### src/rtl/snake_pkg.sv
// Shared snake-game definitions: board geometry, placer state encoding,
// reset food position and the cell-index helper.
package snake_pkg;

  localparam int ROWS      = 8;
  localparam int COLS      = 8;
  localparam int MAX_TRIES = 64;

  localparam logic [2:0] RESET_FOOD_Y = 3'b011;
  localparam logic [7:0] RESET_FOOD_X = 8'b0100_0000;

  typedef enum logic [2:0] {
    ST_IDLE,
    ST_SAMPLE,
    ST_CHECK,
    ST_SCAN,
    ST_FULL
  } placer_state_t;

  // Row-major cell index y*8+c.
  function automatic logic [5:0] cell_index(input logic [2:0] y, input logic [2:0] c);
    return {y, c};
  endfunction

endpackage

### src/rtl/col_encoder.sv
// One-hot column to binary index; onehot_ok is low for zero or multi-bit inputs.
module col_encoder
  import snake_pkg::*;
(
  input  logic [COLS-1:0] col_onehot,
  output logic [2:0]      col_bin,
  output logic            onehot_ok
);

  always_comb begin
    col_bin = 3'd0;
    for (int i = 0; i < COLS; i++) begin
      if (col_onehot[i]) col_bin = 3'(i);
    end
  end

  assign onehot_ok = (col_onehot != '0) && ((col_onehot & (col_onehot - 8'd1)) == '0);

endmodule

### src/rtl/food_placer.sv
// Food placement: tries generator candidates against the snake body, falls
// back to a linear scan after MAX_TRIES rejections, flags a full board.
module food_placer
  import snake_pkg::*;
(
  input  logic        clk,
  input  logic        reset,
  input  logic        place_req,
  input  logic [2:0]  cand_y,
  input  logic [7:0]  cand_x,
  input  logic [63:0] body_map,
  output logic [2:0]  food_y,
  output logic [7:0]  food_x,
  output logic        food_valid,
  output logic        place_done,
  output logic        busy,
  output logic        board_full
);

  placer_state_t state, state_d;

  logic [2:0] cand_y_q, cand_y_d;
  logic [7:0] cand_x_q, cand_x_d;
  logic [6:0] try_cnt, try_cnt_d;
  logic [5:0] scan_idx, scan_idx_d;
  logic [2:0] food_y_d;
  logic [7:0] food_x_d;
  logic       food_valid_d, place_done_d, board_full_d;

  logic [2:0] cand_col;
  logic       cand_ok;

  col_encoder u_col_encoder (
    .col_onehot (cand_x_q),
    .col_bin    (cand_col),
    .onehot_ok  (cand_ok)
  );

  always_ff @(posedge clk) begin
    if (!reset) begin
      state      <= ST_IDLE;
      cand_y_q   <= '0;
      cand_x_q   <= '0;
      try_cnt    <= '0;
      scan_idx   <= '0;
      food_y     <= RESET_FOOD_Y;
      food_x     <= RESET_FOOD_X;
      food_valid <= 1'b0;
      place_done <= 1'b0;
      board_full <= 1'b0;
    end else begin
      state      <= state_d;
      cand_y_q   <= cand_y_d;
      cand_x_q   <= cand_x_d;
      try_cnt    <= try_cnt_d;
      scan_idx   <= scan_idx_d;
      food_y     <= food_y_d;
      food_x     <= food_x_d;
      food_valid <= food_valid_d;
      place_done <= place_done_d;
      board_full <= board_full_d;
    end
  end

  always_comb begin
    state_d      = state;
    cand_y_d     = cand_y_q;
    cand_x_d     = cand_x_q;
    try_cnt_d    = try_cnt;
    scan_idx_d   = scan_idx;
    food_y_d     = food_y;
    food_x_d     = food_x;
    food_valid_d = food_valid;
    place_done_d = 1'b0;
    board_full_d = board_full;

    case (state)
      ST_IDLE: begin
        if (place_req) begin
          state_d      = ST_SAMPLE;
          food_valid_d = 1'b0;
          try_cnt_d    = '0;
        end
      end
      ST_SAMPLE: begin
        cand_y_d = cand_y;
        cand_x_d = cand_x;
        state_d  = ST_CHECK;
      end
      ST_CHECK: begin
        // body_map is read live here, so a cell vacated mid-search is usable.
        if (cand_ok && !body_map[cell_index(cand_y_q, cand_col)]) begin
          food_y_d     = cand_y_q;
          food_x_d     = cand_x_q;
          food_valid_d = 1'b1;
          place_done_d = 1'b1;
          state_d      = ST_IDLE;
        end else begin
          try_cnt_d = try_cnt + 7'd1;
          if (try_cnt_d == 7'(MAX_TRIES)) begin
            scan_idx_d = '0;
            state_d    = ST_SCAN;
          end else begin
            state_d = ST_SAMPLE;
          end
        end
      end
      ST_SCAN: begin
        if (!body_map[scan_idx]) begin
          food_y_d     = scan_idx[5:3];
          food_x_d     = 8'd1 << scan_idx[2:0];
          food_valid_d = 1'b1;
          place_done_d = 1'b1;
          state_d      = ST_IDLE;
        end else if (scan_idx == 6'd63) begin
          board_full_d = 1'b1;
          state_d      = ST_FULL;
        end else begin
          scan_idx_d = scan_idx + 6'd1;
        end
      end
      ST_FULL: begin
        state_d = ST_FULL;
      end
      default: begin
        state_d = ST_IDLE;
      end
    endcase
  end

  assign busy = (state == ST_SAMPLE) || (state == ST_CHECK) || (state == ST_SCAN);

endmodule
### config.mk
export PLATFORM = sky130hd
export DESIGN_NAME = food_placer
export DESIGN_NICKNAME = d
export VERILOG_FILES = /design/src/rtl/snake_pkg.sv /design/src/rtl/col_encoder.sv /design/src/rtl/food_placer.sv
export SDC_FILE = /design/constraint.sdc
export NUM_CORES = 1
export LEC_CHECK = 0
export ABC_CLOCK_PERIOD_IN_PS = 6840
export CAP_MARGIN = 20
export CORE_UTILIZATION = 28
export DETAILED_ROUTE_END_ITERATION = 6
export GPL_ROUTABILITY_DRIVEN = 0
export HOLD_SLACK_MARGIN = 0.15
export MAX_ROUTING_LAYER = met4
export PLACE_DENSITY = 0.58
export SYNTH_ARGS = -nofsm -noshare
export SYNTH_HDL_FRONTEND = slang
export SYNTH_SLANG_ARGS = --single-unit
### constraint.sdc
create_clock -name clk -period 6.84 [get_ports clk]
set_input_delay 1.368 -clock clk [delete_from_list [all_inputs] [get_ports clk]]
set_output_delay 1.368 -clock clk [all_outputs]
set_load 0.01 [all_outputs]
==> key figures, run 1 <==
CTS
  – Cts hold-fix bufs: 0
  – CTS tree: done
  – Htree depth: 2
  – Clk sinks: 41
  – Post-CTS sizing: 0
  – Setup bufs post-CTS: 0
  – Clock tree buffer depth: 2
  – CTS Buf Count: 5
  – Clk Latency, worst-skew pair: ~0.28 ns
  – Clock root buffer: clkbuf_16
  – CTS clock-pin slew for the worst setup and hold paths: about 0.060 ns

Synthesis
  – Top cells by count, synth: 46 x nor2_1, 41 x dfxtp_1, 28 x nand2_1
  – Main combinational cell family by area after synthesis: simple AND/OR/NAND/NOR gates
  – Syn Area/Cell: 8.22 µm²
  – Fraction of registers with async set/reset: 0%
  – Yosys Warn Count: 0
  – Synth cell types: 64
  – Syn nets: ~490
  – Adder-cell share of the synthesized area: a little under 3%
  – Post-synthesis compound-gate area fraction: a little under a quarter
  – Synth area leader: dfxtp_1
  – Number of synthesized register bits: 41
  – Post-synthesis sequential area ratio: 24.7%
  – Synth top area cells: dfxtp_1 25%, mux4_2 11%, mux2i_1 6.6%, nor2_1 5.2%, a21oi_1 3.6%
  – Ys flop type: dfxtp_1
  – Post-Syn Area: about 0.0033 mm²
  – Number of flops mapped to enable cells by yosys: 0
  – Post-synthesis mux area share: ~20%
  – Synth Area in XOR/XNOR: less than 1%
  – Yosys top cell area share: ~25%
  – Mapped Cells: between 400 and 500
  – Simple-gate portion of the synthesized area: 23.7%
  – Cell with the most instances after synthesis: nor2_1

Pwr
  – Clk network pwr share: between 30% and 40%
  – Combinational share of power: between 20% and 30%
  – Switching Power: ~220 µW
  – Leakage power: ~0.0015 µW
  – PwrDens: around 170 mW/mm²
  – Int Power: between 500 and 600 µW
  – Sw Share: 28.8%
  – Register share of total power: 35.1%
  – IR drop worst, VDD: approximately 0.11 mV
  – Total power: about 750 µW

Timing
  – Final period utilization: a little under three fifths
  – Slew Limit Headroom: a little under a third
  – Setup violators final: 0
  – Max Fclk: around 0.26 GHz
  – Final Slew Violations: 0
  – Sum Neg Setup Slack: 0 ns
  – Clk_skew: approximately 0.0065 ns
  – Least-Margin Pin Slew: slightly above 1 ns
  – RSZ-0062 raised after global routing: no
  – Final hold vios: 0
  – Crit path time final: 3.84 ns

Detailed routing
  – Starting DRC count in detailed routing: roughly 260
  – Drt pass-1 iters: 7
  – ANT nets after route: 0
  – Detailed Route WL: approximately 11000 µm
  – Via Count: between 3k and 4k
  – Wire length per cell: about 18 µm
  – DRC viols: 0
  – Routed vias/inst: between 5 and 6

Global route
  – Number of global-route vias before repair: roughly 3.4k
  – Initial antenna violation count: 0
  – Overflow after GRT: 0
  – Global-route wire length before repair: approximately 18000 µm
  – Total global-route track usage: ~18%
  – Largest net degree at the start of global routing: 28

Setup path
  – Critical Path Fanout Max: 15
  – CP max stage cell: nor3_2
  – CP Capture Type: flip-flop
  – Crit-path cells: clkdlybuf4s50_1 > a221oi_1 > nor3_1 > a211oi_1 > a31oi_1 > a31oi_1 > nor2_2 > nor3_2 > o21ai_0 > o311a_1
  – Worst setup SP type: input port
  – Most used cell, CP: a31oi_1
  – Crit-path max cell delay: roughly 0.70 ns
  – WS Path Type: input port to flip-flop
  – Crit path DAT: 4.00 ns
  – Critical Path RT: approximately 7.0 ns

Run status
  – Status: complete, no violations

Place
  – Area after DPL: approximately 0.0043 mm²
  – # port buffers: 92
  – DP HPWL: between 8000 and 9000 µm

Run
  – Max-Cap Viols: 0

Hold path
  – HP Class: flip-flop to flip-flop

Floorplan
  – IO Pins: 93
  – Die height: around 110 µm
  – Initial core utilization: slightly below 30%
  – Core box area: 0.0115 mm²
  – Num rows: 39
  – DIE AREA: 0.0123 mm²
  – Die width: between 100 and 150 µm

Cells and area
  – Final instance area: approximately 0.0045 mm²
  – ANT cells: 0
  – Final nets: ~560
  – Layout area overhead: 35.1%
  – Layout cells sized above 1: under 10%
cells by family after synthesis:
family | Yosys count
flip-flops | 41
adder cells (fa/ha/maj) | 8
XOR/XNOR | 1
multiplexers | 44
AO/OA/AOI/OAI | 113
buffers and inverters | 42
AND/OR/NAND/NOR | 155
state kept, by name, summed over array words and instances, names as in the netlist:
signal / count
board_full: 1
cand_x_q: 8
cand_y_q: 3
food_valid: 1
food_x: 8
food_y: 3
place_done: 1
scan_idx: 6
state: 3
try_cnt: 7
per-stage QoR:
stage	std cells	hold WS, ns	util, %	setup slack [ns]
after global placement	612	0.473	37.6	2.75
after detailed placement	612	0.467	37.6	2.72
after CTS	620	0.481	39.1	3.00
after global routing	620	0.508	39.1	2.75
final	620	0.481	39.1	3.00
after floorplan	404	0.453	-	3.53
worst max-delay path, delay by kind of cell:
| family | cells | cell delay (ns) |
|---|---|---|
| compound gates | 6 | 1.30 |
| buf+inv | 1 | 0.42 |
| simple gates | 3 | 0.91 |
layout by cell type (no fill, tap or decap), drive strengths merged, types with 3 or more instances in the layout:
| master | netlist | layout |
|---|---|---|
| clkdlybuf4s50 | 0 | 92 |
| nor2 | 48 | 48 |
| dfxtp | 41 | 41 |
| nand2 | 28 | 28 |
| a21oi | 28 | 28 |
| o21ai | 25 | 25 |
| nor3 | 23 | 23 |
| mux2i | 22 | 22 |
| mux4 | 16 | 16 |
| inv | 12 | 12 |
| a221oi | 11 | 11 |
| nand3 | 10 | 10 |
| a22oi | 10 | 10 |
| ha | 7 | 7 |
| nor2b | 7 | 7 |
| clkbuf | 17 | 7 |
| a31oi | 6 | 6 |
| nor3b | 6 | 6 |
| mux2 | 6 | 6 |
| and2 | 5 | 5 |
| o31ai | 5 | 5 |
| or4 | 4 | 4 |
| nand2b | 4 | 4 |
| o311a | 4 | 4 |
| nand4 | 4 | 4 |
| o211ai | 4 | 4 |
| or3 | 4 | 4 |
| a211oi | 3 | 3 |
| a21o | 3 | 3 |
| or2 | 3 | 3 |
per-layer routing:
metal | vias up | routed length (µm) | GRT usage, %
met2 | 132 | 5370 | 30.2
met3 | 22 | 682 | 4.76
met4 | 0 | 246 | 4.53
met5 | - | 0 | -
met1 | 1661 | 4720 | 22.6
li1 | 1686 | - | -
path summary, 6_finish.rpt:
path	start	endpoint	slack, ns	depth (start not counted)
worst max-delay path	body_map[29]	food_x[3]	3.00	10
worst min-delay path	board_full	board_full	0.48	2
worst max register to register	cand_x_q[5]	food_x[3]	3.19	10
worst min register to register	board_full	board_full	0.48	2
power by group through the flow:
stage	clock, µW	sequential (µW)	combinational [µW]
6_report	272	264	216
5_1_grt	289	266	233
4_1_cts	277	264	215
3_5_place_dp	0	269	214
3_3_place_gp	0	269	213
2_1_floorplan	0	258	132
final cells by class:
cell class / count / area [µm²]
Multi-Input combinational cell: 321 / 2330
Clock buffer: 7 / 143
Clock inverter: 1 / 30.0
Timing Repair Buffer: 94 / 936
Fill cell: 1153 / 6980
Inverter: 13 / 48.8
Tap cell: 143 / 179
Sequential cell: 41 / 821
(Power assumes the default switching activity.)
==> run 2, diff against run 1 <==
Settings changed: ABC_CLOCK_PERIOD_IN_PS 6840 to 3460, PLACE_DENSITY 0.58 to 0.59.
Clock period 6.84 ns to 3.46 ns, I/O delays scaled along.
==> key figures, run 2 (synthesis gave the netlist of run 1 again) <==
Run status
  – Status: complete, no violations

Cells and area
  – Layout area overhead: 38.6%
  – Top Registers: cand_x_q (8), food_x (8), try_cnt (7)
  – ANT cells: 0
  – Post-route core utilization: 40.1%
  – Layout cells sized above 1: between 10% and 20%
  – Final cell count without fillers: 633
  – Most frequent cells in the layout: 92 x clkdlybuf4s50_1, 46 x nor2_1, 41 x dfxtp_1
  – Final nets: about 580
  – Area of the multi-input gates: roughly 0.0023 mm²
  – Commonest non-fill, non-tap cell in the layout: clkdlybuf4s50_1
  – Reg area: 821 µm²
  – Filler Cells Inserted: roughly 1.1k

Timing
  – Post-route setup slack: approximately 0.32 ns
  – Max Fclk: about 0.32 GHz
  – Setup violators final: 0
  – Crit path time final: 3.14 ns
  – Least-Margin Pin Slew: about 0.53 ns
  – Clk_skew: ~0.0070 ns
  – RSZ-0062 raised after global routing: no
  – Slew Limit Headroom: 64.1%
  – Sum Neg Setup Slack: 0 ns
  – Final Slew Violations: 0
  – Final hold vios: 0
  – Final period utilization: about nine tenths

Setup path
  – Critical Path Fanout Max: 8
  – CP Capture Type: flip-flop
  – Critical Path RT: around 3.7 ns
  – Crit-path max cell delay: a little over 0.6 ns
  – Crit path buffers/inverters: 1
  – Most used cell, CP: or4_1
  – Worst setup SP type: flip-flop
  – Crit-path cells: buf_4 > or4_1 > nor2b_4 > nand3_1 > a31oi_1 > o21ai_1 > o311ai_4 > nor2_2 > or4_1 > a21oi_1
  – Reg-to-reg slack, setup: ~0.32 ns
  – Reg2reg start: cand_x_q[6]
  – Reg2Reg Depth: 10
  – RR Endpoint: try_cnt[3]
  – Crit path DAT: ~3.3 ns
  – CP max stage cell: or4_1
  – Family with the most delay on the worst path: simple AND/OR/NAND/NOR gates
  – WS Path Type: flip-flop to flip-flop

Detailed routing
  – DRC viols: 0
  – Wire length per cell: 17.4 µm
  – ANT nets after route: 0
  – Drt pass-1 iters: 4
  – Routed vias/inst: between 5 and 6
  – Via Count: about 3.5k
  – Starting DRC count in detailed routing: 245
  – Detailed Route WL: 11000 µm

Hold path
  – HP Class: flip-flop to flip-flop
  – Worst hold stages: 2
  – Hold path start: food_valid
  – Hold Path End: food_valid

Floorplan
  – Core box area: around 0.011 mm²
  – IO Pins: 93
  – Num rows: 39
  – Die width: 111 µm
  – DIE AREA: ~0.012 mm²
  – Die height: about 110 µm
  – Initial core utilization: roughly 29%

Place
  – Placed cells: 625
  – Dpl ws: 0.129 ns
  – DP HPWL: slightly below 9000 µm
  – # port buffers: approximately 90

CTS
  – CTS clock-pin slew for the worst setup and hold paths: 0.06 ns
  – Clk sinks: 41
  – Clock tree buffer depth: 2
  – CTS tree: done
  – Htree depth: 2
  – Clock root buffer: clkbuf_16
  – CTS Buf Count: 5
  – Cts hold-fix bufs: 0
  – Clk Latency, worst-skew pair: 0.28 ns

Pwr
  – IR drop worst, VDD: 0.229 mV
  – Leakage power: approximately 0.0016 µW
  – PwrDens: between 300 and 400 mW/mm²

Run
  – Max-Cap Viols: 0

Global route
  – Total global-route track usage: ~19%
  – Number of global-route vias before repair: between 3k and 4k
  – Global-route wire length before repair: roughly 18000 µm
  – Initial antenna violation count: 0
  – Largest net degree at the start of global routing: 28
  – Overflow after GRT: 0
run 2: how the worst max path moves through the flow:
stage,start,to,slack [ns],cells past startpoint
2_1_floorplan,scan_idx[1],food_y[2],0.71,11
3_3_place_gp,body_map[29],food_x[6],0.23,10
3_5_place_dp,body_map[29],food_x[4],0.13,10
4_1_cts,cand_x_q[3],food_x[6],0.29,10
5_1_grt,cand_x_q[3],food_x[0],0.09,10
6_report,cand_x_q[6],try_cnt[3],0.32,10
run 2: what timing repair did:
item                       in CTS  in global routing
gates resized for setup         0                  1
buffers inserted                0                  0
setup endpoints to repair       0                  1
run 2: final cells by class:
cell class                      instances  area share [%]
Multi-Input combinational cell        321            50.7
Clock buffer                            5            2.72
Clock inverter                          2           0.761
Timing Repair Buffer                  108            23.0
Inverter                               13            1.06
Sequential cell                        41            17.8
Tap cell                              143            3.89
run 2: power by group:
group          switching, µW  leakage [µW]  internal [µW]
logic                    230       0.00121            227
registers               25.7      0.000332            489
clock network            176     0.0000797            335
run 2: metrics by stage:
stage                     hold slack (ns)  power (µW)  cell area [µm²]
after floorplan                     0.453         772             3320
after global placement              0.471         968             4420
after detailed placement            0.493         973             4420
after CTS                           0.505        1480             4580
after global routing                0.513        1550             4600
final                               0.491        1480             4600
run 2: metal layers:
metal | up-vias | wire [µm] | track usage (%)
met4 | 0 | 165 | 4.18
met1 | 1650 | 4970 | 24.1
met5 | - | 0 | -
li1 | 1694 | - | -
met2 | 138 | 5260 | 30.1
met3 | 14 | 654 | 3.06
run 2: worst min-delay path: stages (launching register included):
cell	delay, ns
dfxtp_1	0.33
nor3_1	0.05
nor2_1	0.07
==> run 3, diff against run 2 <==
Settings changed: CAP_MARGIN 20 to unset, CELL_PAD_IN_SITES_DETAIL_PLACEMENT set to 1, CELL_PAD_IN_SITES_GLOBAL_PLACEMENT set to 2, CORE_UTILIZATION 28 to 26, CTS_BUF_LIST set to sky130_fd_sc_hd__clkbuf_4 sky130_fd_sc_hd__clkbuf_8, PLACE_DENSITY 0.59 to 0.86.
==> key figures, run 3 (synthesis gave the netlist of run 1 again) <==
Run status
  – Status: complete, no violations

Global route
  – Total global-route track usage: between 20% and 30%
  – Global-route wire length before repair: a little under 20000 µm
  – Initial antenna violation count: 0
  – Number of global-route vias before repair: 3702
  – Overflow after GRT: 0
  – Largest net degree at the start of global routing: 21

Place
  – DP HPWL: approximately 10000 µm
  – # port buffers: 92

CTS
  – CTS Buf Count: 5
  – Clock tree buffer depth: 2
  – Clk sinks: a little over 40
  – CTS clock-pin slew for the worst setup and hold paths: 0.08 ns
  – CTS tree: done
  – Cts hold-fix bufs: 0
  – Htree depth: 2
  – Clk Latency, worst-skew pair: approximately 0.31 ns
  – Clock root buffer: clkbuf_8
  – Setup bufs post-CTS: 0

Setup path
  – WS Path Type: flip-flop to flip-flop
  – CP max stage cell: or4_1
  – Crit path buffers/inverters: 1
  – Reg-to-reg slack, setup: 0.27 ns
  – Family with the most delay on the worst path: simple AND/OR/NAND/NOR gates
  – Crit-path max cell delay: 0.52 ns
  – CP Capture Type: flip-flop
  – Most used cell, CP: nor2_2
  – Critical Path Fanout Max: 8
  – Worst Setup SP: cand_x_q[6]
  – Critical Path RT: 3.69 ns
  – Worst setup SP type: flip-flop
  – Crit path DAT: 3.41 ns
  – Reg2reg start: cand_x_q[6]
  – Crit-path cells: buf_4 > or2_1 > nor3_2 > nand2_1 > o21ai_1 > a211oi_1 > a211o_1 > nor2_2 > nor2_2 > or4_1 > a21oi_1

Timing
  – Final Slew Violations: 0
  – RSZ-0062 raised after global routing: no
  – Clk_skew: 0.0147 ns
  – Final period utilization: a little over 90%
  – Least-Margin Pin Slew: about 1.2 ns
  – Final hold vios: 0
  – Slew Limit Headroom: between 20% and 30%
  – Sum Neg Setup Slack: 0 ns
  – Setup violators final: 0
  – Crit path time final: between 3 and 4 ns
  – Max Fclk: roughly 0.31 GHz

Pwr
  – Sw Share: approximately a third
  – Switching Power: between 400 and 500 µW
  – Leakage power: roughly 0.0016 µW
  – IR drop worst, VDD: around 0.13 mV
  – PwrDens: 304 mW/mm²
  – Combinational share of power: approximately 34%
  – Clk network pwr share: ~30%
  – Register share of total power: 36.7%
  – Int Power: roughly 950 µW

Cells and area
  – Final nets: 573
  – ANT cells: 0
  – Layout area overhead: 38.7%
  – Filler Cells Inserted: roughly 1.5k
  – Post-route core utilization: 37.7%
  – Top Registers: cand_x_q (8), food_x (8), try_cnt (7)
  – Layout cells sized above 1: around an eighth
  – Commonest non-fill, non-tap cell in the layout: clkdlybuf4s50_1
  – Most frequent cells in the layout: 92 x clkdlybuf4s50_1, 45 x nor2_1, 40 x dfxtp_1

Floorplan
  – Num rows: 40
  – Die height: ~110 µm
  – Core box area: roughly 0.012 mm²
  – Die width: 115 µm
  – Initial core utilization: between 20% and 30%
  – DIE AREA: 0.0132 mm²
  – IO Pins: between 90 and 100

Detailed routing
  – Drt pass-1 iters: 4
  – DRC viols: 0
  – Routed vias/inst: approximately 5.4
  – Starting DRC count in detailed routing: about 180
  – Detailed Route WL: around 12000 µm
  – Via Count: 3566
  – Wire length per cell: between 15 and 20 µm
  – ANT nets after route: 0

Hold path
  – HP Class: flip-flop to flip-flop
  – Hold path start: food_valid

Run
  – Max-Cap Viols: 0
## run 3: path summary, 6_finish.rpt
path	depth (start not counted)	endpoint
max	11	try_cnt[3]
min	2	food_valid
max reg2reg	11	try_cnt[3]
min reg2reg	2	food_valid
## run 3: power by group through the flow
stage,Clock [µW],Combinational (µW),Sequential (µW)
6_report,414,473,514
5_1_grt,437,510,517
4_1_cts,421,463,513
3_5_place_dp,0,460,525
3_3_place_gp,0,450,524
2_1_floorplan,0,261,511
## run 3: stage by stage
stage | hold WS (ns) | setup slack (ns) | instances | cell area (µm²) | total power (µW)
after floorplan | 0.453 | 0.710 | 404 | 3320 | 772
after global placement | 0.472 | 0.0876 | 649 | 4460 | 974
after detailed placement | 0.485 | -0.0401 | 649 | 4460 | 985
after CTS | 0.505 | 0.0678 | 657 | 4580 | 1400
after global routing | 0.524 | 0.0488 | 657 | 4600 | 1460
final | 0.492 | 0.275 | 657 | 4600 | 1400
## run 3: cell type report
type                    instances  area [µm²]  area share, %
clock buffers                   6        82.6           1.79
clock inverters                 2        37.5          0.815
inverters                      13        48.8           1.06
multi-input cells             321        2350           51.1
flip-flops and latches         41         822           17.9
well taps                     168         210           4.57
repair buffers                106        1050           22.8
## run 3: layer usage
layer,vias up,global-route usage [%],routed length [µm]
met3,14,2.32,582
met1,1776,25.8,5540
met4,0,3.98,131
met2,82,34.3,6160
li1,1694,-,-
met5,-,-,0
## run 3: repair_timing
| item | in CTS | in global routing |
|---|---|---|
| gates resized for setup | 0 | 6 |
| endpoints found under the hold margin | 0 | 0 |
| setup endpoints to repair | 0 | 10 |
## run 3: worst register-to-register path, delay by kind of cell (launching register included)
kind | cells | cell delay, ns
AOI/OAI and AO/OA | 4 | 0.66
and+or+nand+nor | 6 | 1.91
buffers and inverters | 1 | 0.19
DFF | 1 | 0.36
